--- config.mk ---
export PLATFORM = sky130hd
export DESIGN_NAME = du_dump_sequencer_flat
export DESIGN_NICKNAME = d
export VERILOG_FILES = /design/src/rtl/du_dump_sequencer_pkg.sv /design/src/rtl/du_dump_sequencer_if.sv /design/src/rtl/du_byte_serializer.sv /design/src/rtl/du_dump_sequencer.sv /design/src/flat_wrapper.sv
export SDC_FILE = /design/constraint.sdc
export NUM_CORES = 1
export LEC_CHECK = 0
export CAP_MARGIN = 25
export CORE_MARGIN = 4
export CORE_UTILIZATION = 51
export DETAILED_ROUTE_END_ITERATION = 8
export GPL_ROUTABILITY_DRIVEN = 0
export PLACE_DENSITY = 0.77
export RECOVER_POWER = 100
export SYNTH_ARGS = -nofsm -noshare
export SYNTH_HDL_FRONTEND = slang
export SYNTH_HIERARCHICAL = 1
export SYNTH_SLANG_ARGS = --single-unit
--- constraint.sdc ---
create_clock -name i_clk -period 5.2 [get_ports i_clk]
set_clock_uncertainty 0.2 [all_clocks]
set_input_delay 1.04 -clock i_clk [delete_from_list [all_inputs] [get_ports i_clk]]
set_output_delay 1.04 -clock i_clk [all_outputs]
set_load 0.005 [all_outputs]
--- src/rtl/du_dump_sequencer_pkg.sv ---
// Shared constants for the debug-unit dump sequencer: state encoding, register count and byte budgets.
package du_dump_sequencer_pkg;

    localparam logic [3:0] ST_IDLE     = 4'd0;
    localparam logic [3:0] ST_SNAP     = 4'd1;
    localparam logic [3:0] ST_LAT_SEND = 4'd2;
    localparam logic [3:0] ST_REG_ADDR = 4'd3;
    localparam logic [3:0] ST_REG_WAIT = 4'd4;
    localparam logic [3:0] ST_REG_SEND = 4'd5;
    localparam logic [3:0] ST_MEM_ADDR = 4'd6;
    localparam logic [3:0] ST_MEM_WAIT = 4'd7;
    localparam logic [3:0] ST_MEM_SEND = 4'd8;
    localparam logic [3:0] ST_DONE     = 4'd9;

    localparam int N_REGS     = 32;
    localparam int WORD_BYTES = 4;

    function automatic int latBytes(input int nbRInt);
        return (nbRInt + 7) / 8;
    endfunction

    function automatic int dumpBytes(input int nbRInt, input int nMemWords);
        return latBytes(nbRInt) + WORD_BYTES * N_REGS + WORD_BYTES * nMemWords;
    endfunction

    localparam int LAT_BYTES  = latBytes(341);
    localparam int DUMP_BYTES = dumpBytes(341, 64);

endpackage

--- src/rtl/du_dump_sequencer_if.sv ---
// Read-port and UART-TX handshake bundle between the dump sequencer and its environment.
interface du_dump_sequencer_if #(
    parameter int NB_REG = 32
);
    logic [4:0]        o_reg_addr;
    logic [7:0]        o_mem_addr;
    logic              o_read_en;
    logic [NB_REG-1:0] i_reg_data;
    logic [NB_REG-1:0] i_mem_data;
    logic [7:0]        o_tx_data;
    logic              o_tx_valid;
    logic              i_tx_ready;

    modport master (
        output o_reg_addr, o_mem_addr, o_read_en, o_tx_data, o_tx_valid,
        input  i_reg_data, i_mem_data, i_tx_ready
    );

    modport slave (
        input  o_reg_addr, o_mem_addr, o_read_en, o_tx_data, o_tx_valid,
        output i_reg_data, i_mem_data, i_tx_ready
    );
endinterface

--- src/rtl/du_byte_serializer.sv ---
// Emits bytes 0..i_lastIdx of i_data LSB first over a valid/ready handshake.
module du_byte_serializer #(
    parameter int DW    = 344,
    parameter int IDX_W = $clog2(DW / 8)
) (
    input  logic             i_clk,
    input  logic             i_reset,
    input  logic             i_valid,
    input  logic [DW-1:0]    i_data,
    input  logic [IDX_W-1:0] i_lastIdx,
    input  logic             i_tx_ready,
    output logic [7:0]       o_tx_data,
    output logic             o_tx_valid,
    output logic             o_lastFire
);
    logic [IDX_W-1:0] r_byteIdx;
    logic             w_fire;
    logic             w_last;

    assign w_fire = i_valid && i_tx_ready;
    assign w_last = (r_byteIdx == i_lastIdx);

    // Index only moves on a completed transfer, so the presented byte is held through stalls.
    always_ff @(posedge i_clk) begin
        if (i_reset) begin
            r_byteIdx <= '0;
        end else if (w_fire) begin
            r_byteIdx <= w_last ? '0 : r_byteIdx + 1'b1;
        end
    end

    assign o_tx_valid = i_valid;
    assign o_tx_data  = i_valid ? i_data[{r_byteIdx, 3'b000} +: 8] : 8'h00;
    assign o_lastFire = w_fire && w_last;
endmodule

--- src/rtl/du_dump_sequencer.sv ---
// Dumps a pipeline-latch snapshot, the register file and N_MEM_WORDS data-memory words as a byte stream.
module du_dump_sequencer
    import du_dump_sequencer_pkg::*;
#(
    parameter int NB_REG      = 32,
    parameter int NB_R_INT    = 341,
    parameter int N_MEM_WORDS = 64
) (
    input  logic                i_clk,
    input  logic                i_reset,
    input  logic                i_start,
    input  logic [NB_R_INT-1:0] i_latches,
    du_dump_sequencer_if.master io_bus,
    output logic                o_busy,
    output logic                o_done
);
    localparam int LAT_B = latBytes(NB_R_INT);
    localparam int SER_W = (LAT_B * 8 > 32) ? LAT_B * 8 : 32;
    localparam int IDX_W = $clog2(SER_W / 8);
    localparam logic [IDX_W-1:0] LAT_LAST  = IDX_W'(LAT_B - 1);
    localparam logic [IDX_W-1:0] WORD_LAST = IDX_W'(WORD_BYTES - 1);
    localparam logic [4:0]       REG_LAST  = 5'(N_REGS - 1);
    localparam logic [7:0]       MEM_LAST  = 8'(N_MEM_WORDS - 1);

    logic [3:0]       r_state;
    logic [4:0]       r_regIdx;
    logic [7:0]       r_memIdx;
    logic [SER_W-1:0] r_snap;
    logic [31:0]      r_word;

    logic             w_serValid;
    logic [SER_W-1:0] w_serData;
    logic [IDX_W-1:0] w_serLast;
    logic             w_lastFire;

    always_comb begin
        w_serValid = (r_state == ST_LAT_SEND) || (r_state == ST_REG_SEND) || (r_state == ST_MEM_SEND);
        w_serData  = (r_state == ST_LAT_SEND) ? r_snap : SER_W'(r_word);
        w_serLast  = (r_state == ST_LAT_SEND) ? LAT_LAST : WORD_LAST;
    end

    du_byte_serializer #(
        .DW    (SER_W),
        .IDX_W (IDX_W)
    ) u_serializer (
        .i_clk      (i_clk),
        .i_reset    (i_reset),
        .i_valid    (w_serValid),
        .i_data     (w_serData),
        .i_lastIdx  (w_serLast),
        .i_tx_ready (io_bus.i_tx_ready),
        .o_tx_data  (io_bus.o_tx_data),
        .o_tx_valid (io_bus.o_tx_valid),
        .o_lastFire (w_lastFire)
    );

    // Indices stop at their terminal value; the phase change, not a wrap, ends each read loop.
    always_ff @(posedge i_clk) begin
        if (i_reset) begin
            r_state  <= ST_IDLE;
            r_regIdx <= '0;
            r_memIdx <= '0;
            r_snap   <= '0;
            r_word   <= '0;
        end else begin
            case (r_state)
                ST_IDLE:     if (i_start) r_state <= ST_SNAP;
                ST_SNAP: begin
                    r_snap   <= SER_W'(i_latches);
                    r_regIdx <= '0;
                    r_memIdx <= '0;
                    r_state  <= ST_LAT_SEND;
                end
                ST_LAT_SEND: if (w_lastFire) r_state <= ST_REG_ADDR;
                ST_REG_ADDR: r_state <= ST_REG_WAIT;
                ST_REG_WAIT: begin
                    r_word  <= 32'(io_bus.i_reg_data);
                    r_state <= ST_REG_SEND;
                end
                ST_REG_SEND: if (w_lastFire) begin
                    if (r_regIdx == REG_LAST) begin
                        r_state <= ST_MEM_ADDR;
                    end else begin
                        r_regIdx <= r_regIdx + 5'd1;
                        r_state  <= ST_REG_ADDR;
                    end
                end
                ST_MEM_ADDR: r_state <= ST_MEM_WAIT;
                ST_MEM_WAIT: begin
                    r_word  <= 32'(io_bus.i_mem_data);
                    r_state <= ST_MEM_SEND;
                end
                ST_MEM_SEND: if (w_lastFire) begin
                    if (r_memIdx == MEM_LAST) begin
                        r_state <= ST_DONE;
                    end else begin
                        r_memIdx <= r_memIdx + 8'd1;
                        r_state  <= ST_MEM_ADDR;
                    end
                end
                ST_DONE:     r_state <= ST_IDLE;
                default:     r_state <= ST_IDLE;
            endcase
        end
    end

    assign io_bus.o_reg_addr = r_regIdx;
    assign io_bus.o_mem_addr = r_memIdx;
    assign io_bus.o_read_en  = (r_state == ST_REG_ADDR) || (r_state == ST_MEM_ADDR);
    assign o_busy            = (r_state != ST_IDLE) && (r_state != ST_DONE);
    assign o_done            = (r_state == ST_DONE);
endmodule
--- src/flat_wrapper.sv ---
// flat-port wrapper written by rule: the top's interface ports become plain ports
module du_dump_sequencer_flat import du_dump_sequencer_pkg::*;
#(
    parameter int NB_REG      = 32,
    parameter int NB_R_INT    = 341,
    parameter int N_MEM_WORDS = 64
)
  (i_clk, i_reset, i_start, i_latches, o_busy, o_done, io_bus_o_reg_addr, io_bus_o_mem_addr, io_bus_o_read_en, io_bus_o_tx_data, io_bus_o_tx_valid, io_bus_i_reg_data, io_bus_i_mem_data, io_bus_i_tx_ready);
  du_dump_sequencer_if #(.NB_REG(NB_REG)) io_bus_i ();
  input  logic i_clk;
  input  logic i_reset;
  input  logic i_start;
  input  logic [NB_R_INT-1:0] i_latches;
  output logic o_busy;
  output logic o_done;
  output wire logic [$bits(io_bus_i.o_reg_addr)-1:0] io_bus_o_reg_addr;
  output wire logic [$bits(io_bus_i.o_mem_addr)-1:0] io_bus_o_mem_addr;
  output wire logic [$bits(io_bus_i.o_read_en)-1:0] io_bus_o_read_en;
  output wire logic [$bits(io_bus_i.o_tx_data)-1:0] io_bus_o_tx_data;
  output wire logic [$bits(io_bus_i.o_tx_valid)-1:0] io_bus_o_tx_valid;
  input wire logic [$bits(io_bus_i.i_reg_data)-1:0] io_bus_i_reg_data;
  input wire logic [$bits(io_bus_i.i_mem_data)-1:0] io_bus_i_mem_data;
  input wire logic [$bits(io_bus_i.i_tx_ready)-1:0] io_bus_i_tx_ready;
  assign io_bus_o_reg_addr = io_bus_i.o_reg_addr;
  assign io_bus_o_mem_addr = io_bus_i.o_mem_addr;
  assign io_bus_o_read_en = io_bus_i.o_read_en;
  assign io_bus_o_tx_data = io_bus_i.o_tx_data;
  assign io_bus_o_tx_valid = io_bus_i.o_tx_valid;
  assign io_bus_i.i_reg_data = io_bus_i_reg_data;
  assign io_bus_i.i_mem_data = io_bus_i_mem_data;
  assign io_bus_i.i_tx_ready = io_bus_i_tx_ready;
  du_dump_sequencer #(.NB_REG(NB_REG), .NB_R_INT(NB_R_INT), .N_MEM_WORDS(N_MEM_WORDS)) u_core (.i_clk(i_clk), .i_reset(i_reset), .i_start(i_start), .i_latches(i_latches), .io_bus(io_bus_i), .o_busy(o_busy), .o_done(o_done));
endmodule
==> key figures, run 1 <==
Logic synthesis
  – Cells after Synth: approximately 2500
  – Top cells by area, synth: dfxtp_1 (40%), nand2_1 (15%), and2_1 (9.9%), a21oi_1 (9.0%), mux4_2 (8.2%)
  – YS warnings: 6
  – Async S/R FF share, synth: 0%
  – Post-synthesis sequential area ratio: 40.2%
  – Netlist Area Pre-Place: between 15000 and 20000 um2
  – Avg Cell Area, Syn: 8.00 um2
  – Top FF cell, synth: dfxtp_1
  – Yosys top cell area share: ~40%
  – Post-synth EDFFs: 0
  – Register bit total from synthesis: a little under 400
  – Netlist cell types: 62
  – Synth area leader: dfxtp_1
  – Post-synth top cells: nand2_1 (787), dfxtp_1 (396), a21oi_1 (355)
  – Count leader, synth: nand2_1

Setup path
  – CP Buf/Inv Count: 2
  – Arr. time, crit path: about 4 ns
  – CP required: just under 4 ns
  – Setup crit end kind: output pin
  – Crit path kind: reg2out
  – CP max stage delay: roughly 0.52 ns
  – Crit-path slowest cell: clkdlybuf4s50_1
  – CP Launch Type: flip-flop
  – Crit-path max FO: between 100 and 150
  – CP top delay family: compound AO/OA/AOI/OAI gates
  – Worst path cell trace: nand2b_1, nor3_4, buf_12, and2_0, mux4_2, a22o_1, o21ai_0, o221ai_1, clkdlybuf4s50_1

Clock tree
  – Post-CTS Setup Bufs: 0
  – Clock slew seen by the registers of the worst setup and hold paths: 0.06 ns
  – # clock sinks: approximately 400
  – Htree depth: 2
  – Longest Clk Path Bufs: 3
  – Root buffer cell: clkbuf_16
  – Clock Latency Late Sink: around 0.53 ns
  – CTS Buf Count: 43
  – CTS tree: built
  – Cts hold-fix bufs: 0

STA
  – Final Setup Violations: 0
  – Fmax: 193 MHz
  – Max-slew headroom: -106%
  – Worst-Margin Slew: about 3.1 ns
  – Tmin final: approximately 5.2 ns
  – Worst Slack Setup Final: 0.00628 ns
  – Final hold vios: 0
  – Setup TNS Final: 0 ns
  – Period utilization: around 100%
  – RSZ-0062 raised after global routing: false
  – Slew Limit Fails: roughly 500

Job
  – Max capacitance violation total: 4

Place
  – HPWL after DPL: between 40000 and 50000 um
  – Pre-CTS setup slack: 0.425 ns
  – # port buffers: ~430

GRT
  – Initial antenna violation count: 8
  – Gr usage total: between 20% and 30%
  – Pin count of the biggest net entering global routing: 186
  – First-pass GRT wire length: 96700 um
  – GR Overflow Total: 0
  – Vias in the first global route: approximately 18000

Power
  – PwrDens: roughly 300 nW/um2
  – VDD IR max: 0.262 mV
  – Leak pwr: approximately 9.4 nW

Cells and area
  – Layout Nets: about 3200
  – Area grow syn2layout: 29.6%
  – Layout cells sized above 1: a little under 7%
  – Filler cells: around 3100

Routing
  – DRT iter0 DRCs: 1711
  – Final ANT Viol Nets: 0
  – Via count: 18600
  – Drt pass-1 iters: 6
  – WL per Instance: 19.1 um
  – Via density: 5.61
  – DRC viols: 0
  – WL final: ~63000 um

Floorplanning
  – Core Area: about 38000 um2
  – Die ar.: 41900 um2
  – Die X: slightly above 200 um
  – Die Y-Extent: 205 um
  – Row count: between 70 and 80
  – IO Pins: around 430
  – Starting Density: a little over half

Outcome
  – Failing checks: capacitance limit, slew limit
  – Status: finished with violations

Min path
  – Worst min-delay path class: reg2reg
==> registers in the layout, summed over array words and instances, names as in the netlist <==
name                           count
u_core/r_snap                    341
u_core/r_word                     32
u_core/io_bus.o_mem_addr           8
u_core/u_serializer/r_byteIdx      6
u_core/io_bus.o_reg_addr           5
u_core/r_state                     4
==> layer usage <==
layer	wire length (um)	track usage (%)	part of all wire [%]	up-vias
li1	-	-	-	8826
met1	26000	38.1	41	8812
met2	29600	46.5	47	797
met3	4880	4.69	7.7	165
met4	2630	11.4	4.2	4
met5	24	0	0.038	-
==> final cells by class <==
| cell class | count | area (um2) | share of cell area [%] |
|---|---|---|---|
| Sequential cell | 396 | 7940 | 31.0 |
| Antenna cell | 6 | 15.0 | 0.0587 |
| Inverter | 6 | 25.0 | 0.0978 |
| Clock buffer | 58 | 1230 | 4.83 |
| Clock inverter | 18 | 275 | 1.08 |
| Timing Repair Buffer | 466 | 4670 | 18.2 |
| Multi-Input combinational cell | 1853 | 10800 | 42.2 |
| Tap cell | 511 | 639 | 2.50 |
==> tightest hold or removal path, cell delays in order, from the launching register on <==
cell and delay, ns:
dfxtp_1 0.30, nand2_1 0.05, a21oi_1 0.05
==> worst paths after layout <==
| path | slack (ns) | from | depth (start not counted) | end |
|---|---|---|---|---|
| worst max-delay path | 0.006 | u_core/r_state[2] | 9 | io_bus_o_tx_data[7] |
| worst min-delay path | 0.25 | u_core/r_snap[236] | 2 | u_core/r_snap[236] |
| worst max register to register | 0.60 | u_core/r_state[3] | 5 | u_core/r_snap[198] |
| worst min register to register | 0.25 | u_core/r_snap[236] | 2 | u_core/r_snap[236] |
==> repair_timing <==
| item | CTS | global route |
|---|---|---|
| endpoints found under the setup margin | 6 | 7 |
| pin swaps | 0 | 0 |
| gates resized for setup | 3 | 1 |
==> per-stage QoR <==
stage	utilization, %	hold slack (ns)	area (um2)	total power [mW]	cells
after floorplan	-	0.232	19800	4.03	2470
after global placement	63.7	0.237	24200	4.51	3231
after detailed placement	63.7	0.242	24200	4.55	3232
after CTS	67.8	0.250	25700	7.79	3308
after global routing	67.5	0.269	25600	8.04	3314
final	67.5	0.249	25600	7.76	3314
==> kinds of logic (layout without fill, tap and decap cells) <==
group	Yosys count	in the layout	share of synthesized area (%)
flops	396	396	40.2
buf+inv	221	548	5.13
simple gates	1216	1216	28.1
xor+xnor	14	14	0.621
mux	128	128	11.1
compound gates	485	485	14.7
other cells	2	12	0.0380
fa+ha+maj	4	4	0.254
==> cell usage in the layout (no fill, tap or decap), drive strengths merged, types with 4 or more instances in the layout <==
cell           Yosys  layout
nand2b             9       9
or3                5       5
a221oi             8       8
o2bb2ai            8       8
o21ai             13      13
and2             311     311
nand4              4       4
o221ai             8       8
ha                 4       4
mux2i             55      55
diode              0       6
bufinv             0       7
o211ai             4       4
buf              105      28
o31ai              4       4
inv                6       6
xor2               9       9
nor2b              5       5
a221o              8       8
dfxtp            396     396
mux4              72      72
nor2              55      55
or4                4       4
dlygate4sd3        0      17
a211oi            32      32
nand2            787     787
nor3               7       7
nor3b              4       4
clkbuf           110      64
clkinv             0      10
xnor2              5       5
a2bb2oi            8       8
conb               2       6
a21oi            356     356
a22o              24      24
clkdlybuf4s50      0     415
nand3              7       7
==> power by group <==
group	switching (mW)	internal [mW]	total (mW)
clock	1.25	2.01	3.26
sequential	0.113	3.25	3.36
combinational	0.616	0.527	1.14
total	1.98	5.78	7.76
Note: power is estimated with default switching activity, not from simulation.
==> run 2, diff against run 1 <==
--- a/config.mk
+++ b/config.mk
@@ -8,8 +8,10 @@
 export CAP_MARGIN = 25
 export CORE_MARGIN = 4
 export CORE_UTILIZATION = 51
+export CTS_BUF_LIST = sky130_fd_sc_hd__clkbuf_4 sky130_fd_sc_hd__clkbuf_8 sky130_fd_sc_hd__clkbuf_16
 export DETAILED_ROUTE_END_ITERATION = 8
 export GPL_ROUTABILITY_DRIVEN = 0
+export HOLD_SLACK_MARGIN = 0.08
 export PLACE_DENSITY = 0.77
 export RECOVER_POWER = 100
 export SYNTH_ARGS = -nofsm -noshare
==> constraint.sdc (replaced) <==
create_clock -name i_clk -period 5.2 [get_ports i_clk]
set_clock_uncertainty 0.2 [all_clocks]
set_input_delay 1.04 -clock i_clk [delete_from_list [all_inputs] [get_ports i_clk]]
set_output_delay 1.04 -clock i_clk [all_outputs]
set_load 0.05 [all_outputs]
==> run 2 against run 1 <==
  * Via count shrank 0.89%
  * Sequential power about the same
  * Global-route usage down 0.36 points
  * Flip-flop and latch count unchanged
  * Largest power group unchanged
  * Worst setup slack better by 0.13 ns
  * Design area is 0.27% higher
  * The run still ends with capacitance limit, slew limit left
  * Cell count barely moved
  * Wire length is 1.5% lower
  * Largest cell class unchanged
  * Fmax up 2.5%
==> key figures, run 2 (synthesis gave the netlist of run 1 again) <==
STA
  – Max-slew headroom: -73.4%
  – Hold Slack: ~0.25 ns
  – Setup TNS Final: 0 ns
  – Period utilization: 97.4%
  – Fmax: approximately 200 MHz
  – RSZ-0062 raised after global routing: false
  – Final Setup Violations: 0
  – Worst-Margin Slew: 2.60 ns
  – Final hold vios: 0
  – Slew Limit Fails: about 100
  – Tmin final: 5.07 ns

Setup path
  – CP max stage delay: between 0.6 and 0.7 ns
  – Crit-path max FO: 128
  – Crit path kind: reg2out
  – Crit-path slowest cell: dfxtp_1
  – Setup crit end kind: output pin
  – RR Endpoint: u_core/io_bus.o_mem_addr[7]
  – CP top delay family: compound AO/OA/AOI/OAI gates
  – R2R Setup Slk: around 0.5 ns
  – CP Launch Type: flip-flop
  – CP Buf/Inv Count: 2
  – Reg-to-reg critical path startpoint: u_core/r_state[3]
  – R2R depth: 10
  – Arr. time, crit path: 3.83 ns
  – Worst path cell trace: nand2b_1, nor3_4, buf_12, and2_1, mux4_2, a22o_1, o21ai_0, o221ai_1, clkbuf_2
  – CP required: about 4 ns

Place
  – HPWL after DPL: between 40000 and 50000 um
  – # port buffers: 433

Min path
  – Worst min-delay path class: reg2reg
  – Worst hold endpoint: u_core/r_snap[334]
  – Min-Delay Path Depth: 2
  – Hold_sp: u_core/r_snap[334]

Routing
  – Met1 Wirelength: between 20000 and 30000 um
  – Via density: ~5.6
  – WL per Instance: between 15 and 20 um
  – WL final: ~62000 um
  – DR WL met2: 29700 um
  – Highest routing layer actually used: met5
  – Final ANT Viol Nets: 0
  – Via count: roughly 18000
  – Drt pass-1 iters: 5
  – DRC viols: 0
  – Met3 wire len: around 4500 um
  – DRT iter0 DRCs: 1646

Floorplanning
  – Die X: between 200 and 250 um
  – IO Pins: 434
  – Starting Density: a little over half
  – Row count: 71
  – Die ar.: 41900 um2
  – Core Area: roughly 38000 um2
  – Die Y-Extent: between 200 and 250 um

Cells and area
  – Area of the multi-input gates: 10800 um2
  – Most flop-heavy register: u_core/r_snap
  – Layout Nets: roughly 3200
  – Commonest non-fill, non-tap cell in the layout: nand2_1
  – Sequential Area: around 7900 um2
  – Filler cells: 3152
  – Layout cells sized above 1: 7.51%
  – Area grow syn2layout: 30.0%
  – Max FFs per register: approximately 340
  – Commonest non-fill, non-tap cells in the layout: nand2_1 (787), clkdlybuf4s50_1 (407), dfxtp_1 (394), a21oi_1 (355), and2_1 (309)

Power
  – Design Power: 7.78 mW
  – PwrDens: between 300 and 400 nW/um2
  – VDD IR max: approximately 0.21 mV
  – Leak pwr: 9.47 nW

GRT
  – Initial antenna violation count: 7
  – Pin count of the biggest net entering global routing: roughly 170
  – First-pass GRT wire length: 95200 um
  – GR Overflow Total: 0
  – Vias in the first global route: 17500
  – Gr usage total: 28.2%

Outcome
  – Status: finished with violations
  – Failing checks: capacitance limit, slew limit

Clock tree
  – Htree depth: 2
  – # clock sinks: ~400
  – Longest Clk Path Bufs: 3
  – Cts hold-fix bufs: 0
  – Root buffer cell: clkbuf_16
  – Clock Latency Late Sink: 0.54 ns
  – CTS Buf Count: 43
  – Post-CTS Setup Bufs: 0
  – Post-cts repair resize count: 1
  – Clock slew seen by the registers of the worst setup and hold paths: 0.05 ns
  – CTS tree: built

Job
  – Max capacitance violation total: 2
-- run 2: changes by cell type in the layout (fill, tap and decap cells not counted), sizes merged, moves of 3 or more --
cell | previous run | this run
clkdlybuf4s50 | 415 | 407
buf | 28 | 34
clkinv | 10 | 14
diode | 6 | 3
-- run 2: routing by layer --
metal  GRT usage [%]  up-vias
met5               0        -
met4            7.56        8
met3            4.84      105
met2            47.0      739
met1            38.2     8757
li1                -     8829
-- run 2: cell type report --
type                            count  share of cell area, %
Multi-Input combinational cell   1853                   42.1
Sequential cell                   396                   30.9
Timing Repair Buffer              466                   18.4
Clock buffer                       55                   4.92
Tap cell                          511                   2.49
Clock inverter                     22                   1.04
Inverter                            6                 0.0975
Antenna cell                        3                 0.0293
-- run 2: tightest hold or removal path, stage by stage (launching register included) --
cell and delay (ns):
dfxtp_1 0.30, nand2_1 0.05, a21oi_1 0.05
-- run 2: power breakdown --
part / internal, mW / leakage, nW / switching (mW) / total, mW
clock: 2.01 / 0.771 / 1.27 / 3.28
combinational: 0.523 / 5.47 / 0.619 / 1.14
sequential: 3.25 / 3.23 / 0.115 / 3.36
-- run 2: worst max path at each step --
stage	startpoint	end	slack [ns]	cells past startpoint
2_1_floorplan	u_core/r_state[2]	io_bus_o_tx_data[6]	1.24	10
5_1_grt	u_core/r_state[2]	io_bus_o_tx_data[7]	0.05	9
3_5_place_dp	u_core/r_state[2]	io_bus_o_tx_data[0]	0.41	10
3_3_place_gp	u_core/r_state[2]	io_bus_o_tx_data[3]	0.46	10
4_1_cts	u_core/r_state[2]	io_bus_o_tx_data[0]	0.002	10
6_report	u_core/r_state[2]	io_bus_o_tx_data[7]	0.13	9
-- run 2: through the flow --
stage / util, % / instance area, um2 / std cells / worst slack, ns
final: 67.7 / 25700 / 3312 / 0.134
after global routing: 67.6 / 25700 / 3310 / 0.0494
after CTS: 67.9 / 25800 / 3309 / 0.00156
after detailed placement: 63.9 / 24200 / 3232 / 0.406
after global placement: 63.8 / 24200 / 3229 / 0.460
after floorplan: - / 19800 / 2470 / 1.24
==> run 3, diff against run 2 <==
--- a/config.mk
+++ b/config.mk
@@ -6,7 +6,7 @@
 export NUM_CORES = 1
 export LEC_CHECK = 0
 export CAP_MARGIN = 25
-export CORE_MARGIN = 4
+export CORE_MARGIN = 3
 export CORE_UTILIZATION = 51
 export CTS_BUF_LIST = sky130_fd_sc_hd__clkbuf_4 sky130_fd_sc_hd__clkbuf_8 sky130_fd_sc_hd__clkbuf_16
 export DETAILED_ROUTE_END_ITERATION = 8
@@ -14,6 +14,7 @@
 export HOLD_SLACK_MARGIN = 0.08
 export PLACE_DENSITY = 0.77
 export RECOVER_POWER = 100
+export REMOVE_ABC_BUFFERS = 1
 export SYNTH_ARGS = -nofsm -noshare
 export SYNTH_HDL_FRONTEND = slang
 export SYNTH_HIERARCHICAL = 1
==> run 3 against run 2 <==
  * The flow still finishes with violations (capacitance limit, slew limit)
  * Critical endpoint is now io_bus_o_tx_data[6]
  * Core utilization down 0.24 points
  * Cell count rose by 0.21%
  * Hold slack about the same
  * Combinational power hardly changed
  * Clock-buffer cell count up 16
  * Non-clock buffer count fell by 6
  * Sequential power is essentially flat
  * Highest routed layer unchanged
  * Flip-flop and latch count stayed put
  * Sequential share of layout area is 0.11 points higher
==> key figures, run 3 (synthesis gave the netlist of run 1 again) <==
Outcome
  – Status: finished with violations
  – Failing checks: capacitance limit, slew limit

Clock tree
  – Htree depth: 2
  – Root buffer cell: clkbuf_16
  – Clock slew seen by the registers of the worst setup and hold paths: ~0.06 ns
  – Clock Latency Late Sink: around 0.55 ns
  – CTS tree: built
  – CTS Buf Count: 44
  – # clock sinks: 396
  – Longest Clk Path Bufs: 3

Power
  – Clock power frac: between 40% and 50%
  – Design Power: between 7 and 8 mW
  – Pint: ~5.7 mW
  – Switching share of power: between 20% and 30%
  – Power share of the combinational group: ~15%
  – Seq pwr share: roughly 44%
  – VDD IR max: around 0.24 mV
  – PwrDens: 300 nW/um2
  – Sw Pwr: around 2.0 mW
  – Leak pwr: ~9.4 nW

Setup path
  – CP Launch Type: flip-flop
  – Reg-to-reg critical path startpoint: u_core/r_state[3]
  – CP required: 3.96 ns
  – CP Buf/Inv Count: 2
  – Worst Setup SP: u_core/r_state[2]
  – Crit-path max FO: between 150 and 200
  – Crit-path slowest cell: dfxtp_1
  – Crit path top cell by count: buf_12
  – Crit path kind: reg2out
  – Arr. time, crit path: 3.86 ns
  – Worst path cell trace: nand2b_1, nor3_4, buf_12, and2_1, mux4_2, a22o_1, o21ai_0, o221ai_1, buf_12
  – CP top delay family: compound AO/OA/AOI/OAI gates
  – Setup crit end kind: output pin
  – CP max stage delay: 0.64 ns

STA
  – Hold Slack: 0.248 ns
  – Worst-Margin Slew: 2.42 ns
  – Fmax: 196 MHz
  – Max-slew headroom: -61.2%
  – RSZ-0062 raised after global routing: false
  – Tmin final: approximately 5.1 ns
  – Final hold vios: 0
  – Period utilization: a little over nine tenths
  – Slew Limit Fails: 712
  – Final Setup Violations: 0
  – Setup TNS Final: 0 ns

Cells and area
  – Commonest non-fill, non-tap cells in the layout: nand2_1 (787), clkdlybuf4s50_1 (407), dfxtp_1 (394), a21oi_1 (355), and2_1 (308)
  – Max FFs per register: 341
  – Commonest non-fill, non-tap cell in the layout: nand2_1
  – Layout cells sized above 1: between 7 and 8%
  – Final core occ: around two thirds
  – Area grow syn2layout: 29.5%
  – Most flop-heavy register: u_core/r_snap
  – Post-route cell area: approximately 26000 um2
  – Layout Nets: around 3200

Routing
  – DRT iter0 DRCs: 1388
  – DRC viols: 0
  – Via density: 5.48
  – Final ANT Viol Nets: 0
  – Via count: roughly 18000
  – Drt pass-1 iters: 6
  – WL per Instance: roughly 18 um
  – WL final: 59700 um

Floorplanning
  – Row count: between 70 and 80
  – Die X: approximately 200 um
  – Starting Density: 52.0%
  – Die ar.: just over 40000 um2
  – IO Pins: between 400 and 500
  – Core Area: 37900 um2
  – Die Y-Extent: 203 um

GRT
  – GR Overflow Total: 0
  – Pin count of the biggest net entering global routing: 186
  – Initial antenna violation count: 12
  – First-pass GRT wire length: around 93000 um
  – Gr usage total: between 20 and 30%
  – Vias in the first global route: 17900

Place
  – Post-place instance area: about 24000 um2
  – # port buffers: 433
  – HPWL after DPL: around 40000 um

Job
  – Max capacitance violation total: 7

Min path
  – Hold_sp: u_core/r_snap[297]
  – Worst min-delay path class: reg2reg
run 3: metal layers:
| layer | part of all wire (%) | global-route usage [%] |
|---|---|---|
| met5 | 0.042 | 0 |
| met3 | 6.5 | 5.32 |
| met2 | 50 | 47.1 |
| met4 | 2.6 | 9.18 |
| met1 | 41 | 35.5 |
run 3: tightest hold or removal path: cells and delay by family (launching register included):
| family | cells | cell delay, ns |
|---|---|---|
| AO/OA/AOI/OAI | 1 | 0.05 |
| flip-flops | 1 | 0.30 |
| AND/OR/NAND/NOR | 1 | 0.05 |
run 3: through the flow:
stage                     setup slack [ns]  instances
after floorplan                     -14.38       2255
after global placement               0.667       3226
after detailed placement             0.599       3226
after CTS                          0.00544       3307
after global routing                0.0291       3317
final                                0.102       3319
run 3: cell type report:
cell class                      count  area (um2)
Clock buffer                       71        1390
Tap cell                          511         639
Sequential cell                   396        7940
Clock inverter                     10         114
Inverter                            6        22.5
Fill cell                        3131       12400
Multi-Input combinational cell   1853       10800
Timing Repair Buffer              460        4620
Antenna cell                       12        30.0
run 3: power groups by stage:
stage                     registers, mW  clock network (mW)  logic (mW)
after floorplan                    3.40                   0       0.723
after global placement             3.41                   0        1.10
after detailed placement           3.42                   0        1.13
after CTS                          3.35                3.23        1.14
after global routing               3.38                3.35        1.24
final                              3.36                3.18        1.13
run 3: worst paths after layout:
kind | to | slack [ns] | cells after the start
min | u_core/r_snap[297] | 0.25 | 2
min reg2reg | u_core/r_snap[297] | 0.25 | 2
max reg2reg | u_core/r_snap[4] | 0.57 | 5
max | io_bus_o_tx_data[6] | 0.10 | 9
run 3: what timing repair did:
action	CTS	global route
endpoints found under the hold margin	0	0
hold buffers	0	0
gates resized for setup	0	1
buffers inserted	0	0
endpoints found under the setup margin	0	7
